[config.mk]
export PLATFORM = sky130hd
export DESIGN_NAME = sat_counter
export DESIGN_NICKNAME = d
export VERILOG_FILES = /design/src/rtl/mod12_count_checker_sat_counter.sv
export SDC_FILE = /design/constraint.sdc
export NUM_CORES = 1
export LEC_CHECK = 0
export ABC_AREA = 0
export CORE_AREA = 2 2 39 41
export CTS_CLUSTER_DIAMETER = 40
export DETAILED_ROUTE_END_ITERATION = 12
export DIE_AREA = 0 0 41 43
export SYNTH_ARGS = -nofsm -noshare
export SYNTH_HDL_FRONTEND = slang
export SYNTH_SLANG_ARGS = --single-unit
[constraint.sdc]
create_clock -name clk -period 3.9 [get_ports clk]
set_input_delay 0.78 -clock clk [delete_from_list [all_inputs] [get_ports clk]]
set_output_delay 0.78 -clock clk [all_outputs]
set_load 0.05 [all_outputs]
[src/rtl/mod12_count_checker_sat_counter.sv]
// rtl/mod12_count_checker_sat_counter.sv - saturating event counter
//   clk, rst : clock, synchronous active-high reset
//   inc      : count one event this edge
//   freeze   : hold the current value regardless of inc
//   cnt      : current count, sticks at all-ones
module sat_counter #(
    parameter int ERR_W = 8
) (
    input  logic             clk,
    input  logic             rst,
    input  logic             inc,
    input  logic             freeze,
    output logic [ERR_W-1:0] cnt
);

    always_ff @(posedge clk) begin
        if (rst) begin
            cnt <= '0;
        end else if (inc && !freeze && (cnt != {ERR_W{1'b1}})) begin
            cnt <= cnt + 1'b1;
        end
    end

endmodule

==> results.ini <==
[sta]
final.setup_skew_ns = 0.00238
fin_crit_sh = 0.599
final_hold_viol_count = 0
period_minus_slack_ns = 2.34
finalMaxSlewViolations = 0
slew-limit-headroom = 0.666
tightestPinTransition_ns = 0.499
setup-tns-final_ns = 0
setup_viol = 0
rsz0062_at_grt = no
fmax_ghz = 0.428

[setup_path]
path_delay_family = buffers and inverters
arrival_ns = 1.56
crit_type = flip-flop to output pin
cp-start-kind = flip-flop
critPathBufInv = 1
slowest_delay_ns = 0.85
cp.required_ns = 3.12
path_cells = clkdlybuf4s50_1
end_kind = output pin
cp_max_fo = 7
slowest_stage = clkdlybuf4s50_1

[drt]
postRouteAntennaNets = 0
drt-total-wl_um = 819
via_per_inst = 5.26
drt_iter0_markers = 8
wl_per_cell_um = 11.2
dr.pass1.iters = 5
drc = 0
vias = 384

[floorplanning]
die_h_um = 43
initial_core_util = 0.289
placementRows = 14
core_um2 = 1380
dieWidth_um = 41
ios = 12
dieArea_um2 = 1760

[clock_tree]
post-cts-setup-buffers = 0
cts_resized = 0
cts_max_level = 1
hold_buffers = 0
cts-root-buf = clkbuf_4
clk_pin_slew_ns = 0.05
worstSkewPairLatency_ns = 0.25
cts_tree = done
cts_buffers = 3
clock_sinks = 8
cts_max_path_buffers = 2

[finish]
syn2layout_area_growth_pct = 37.2
seq_area_um2 = 160
top_regs = cnt: 8 flops
regMostFlops = cnt
nFillCells = 149
multi_input_area_um2 = 233
fin_nets = 64
drive_gt1_frac = 0.123
largest_reg_flops = 8
num_antenna_cells = 0

[global_routing]
grt_max_degree = 9
grt_overflow = 0
grt_pass1_wl_mm = 1.36
grt_use_total = 0.118
antenna_found_initial = 0
grt_pass1_vias = 329

[power_and_ir_drop]
p_clk_frac = 0.377
p_sw_frac = 0.233
p_leak_nw = 0.198
p_int_w = 0.000126
p_sw_w = 0.0000383
p_seq_frac = 0.521
powerDensity_nw_per_um2 = 299
vdd_drop_max_v = 0.000119
design_power_total_w = 0.000164
p_comb_frac = 0.103

[yosys]
syn_inst = 44
synth_fp_nets = 49
post_synth.cell_area_avg_um2 = 9.10
seq_area_frac_synth = 0.400
synth-seq-cells = 8
synth_warnings = 0
synth_cell_types = 21
syn-cell-area_um2 = 400

[flow_run]
max_cap_violations = 0

[outcome]
status = finished clean

[hold_path]
hp-class = flip-flop to flip-flop

[place]
portBuffers = 11
gp_congestion = 0.667
dp_hpwl_um = 597

final timing paths:
| check | from | endpoint | slack (ns) | cells past startpoint |
|---|---|---|---|---|
| worst min register to register | cnt[5] | cnt[5] | 0.54 | 2 |
| worst max register to register | cnt[0] | cnt[1] | 2.36 | 5 |
| worst min-delay path | cnt[5] | cnt[5] | 0.54 | 2 |
| worst max-delay path | cnt[2] | cnt[2] | 1.56 | 1 |
stage by stage:
step | utilization | hold slack, ns | cells | setup WS (ns) | instance area, um2
after floorplan | - | 0.748 | 44 | 2.10 | 400
after global placement | 0.381 | 0.540 | 70 | 1.70 | 527
after detailed placement | 0.381 | 0.533 | 70 | 1.69 | 527
after CTS | 0.397 | 0.542 | 73 | 1.56 | 549
after global routing | 0.397 | 0.601 | 73 | 1.51 | 549
final | 0.397 | 0.542 | 73 | 1.56 | 549
metal layers:
| layer | up-vias | track usage | share of wire |
|---|---|---|---|
| met1 | 174 | 0.160 | 0.48 |
| met2 | 12 | 0.153 | 0.43 |
| met5 | - | 0 | 0 |
| met4 | 0 | 0.100 | 0.035 |
| li1 | 194 | - | - |
| met3 | 4 | 0.0209 | 0.060 |
logic make-up after synthesis:
logic type / count (synthesis) / share of synthesized area
compound gates: 10 / 0.172
xor+xnor: 1 / 0.0219
fa+ha+maj: 1 / 0.0312
buf+inv: 2 / 0.0187
flops: 8 / 0.400
mux: 1 / 0.0250
simple gates: 21 / 0.331
power by group through the flow:
stage	clock (W)	sequential (W)	combinational, W
2_1_floorplan	0	0.0000916	0.00000580
5_1_grt	0.0000695	0.0000855	0.0000180
3_3_place_gp	0	0.0000872	0.0000170
4_1_cts	0.0000627	0.0000854	0.0000171
3_5_place_dp	0	0.0000871	0.0000170
6_report	0.0000618	0.0000854	0.0000169
synthesized netlist by cell type:
library cell  number  share of area
or4_1              1          0.019
xor2_1             1          0.022
inv_1              1         0.0094
nor3_1             6          0.075
buf_1              1         0.0094
o21ai_0            1          0.012
nor2_1             5          0.047
nand4_2            1          0.031
a21oi_1            3          0.037
nand4_4            1          0.053
dfxtp_1            8           0.40
and3_1             1          0.016
nand2_1            2          0.019
o31ai_1            1          0.019
o21ba_2            1          0.025
nor2b_4            1          0.034
nand3_1            3          0.037
a41oi_1            1          0.022
a211oi_1           3          0.056
ha_1               1          0.031
mux2i_1            1          0.025
cell usage in the layout, fill, tap and decap left out, drive strengths merged, types with 2 or more instances in the layout:
master          n
clkbuf          3
a21oi           3
nand2           2
a211oi          3
nand4           2
nor3            6
clkdlybuf4s50  11
nor2            5
dfxtp           8
nand3           3
area by class of cell:
cell class,instances,share of cell area
clock buffers,3,0.0410
flip-flops and latches,8,0.292
multi-input cells,34,0.424
inverters,1,0.00683
repair buffers,11,0.200
well taps,16,0.0364
(Power assumes the default switching activity.)
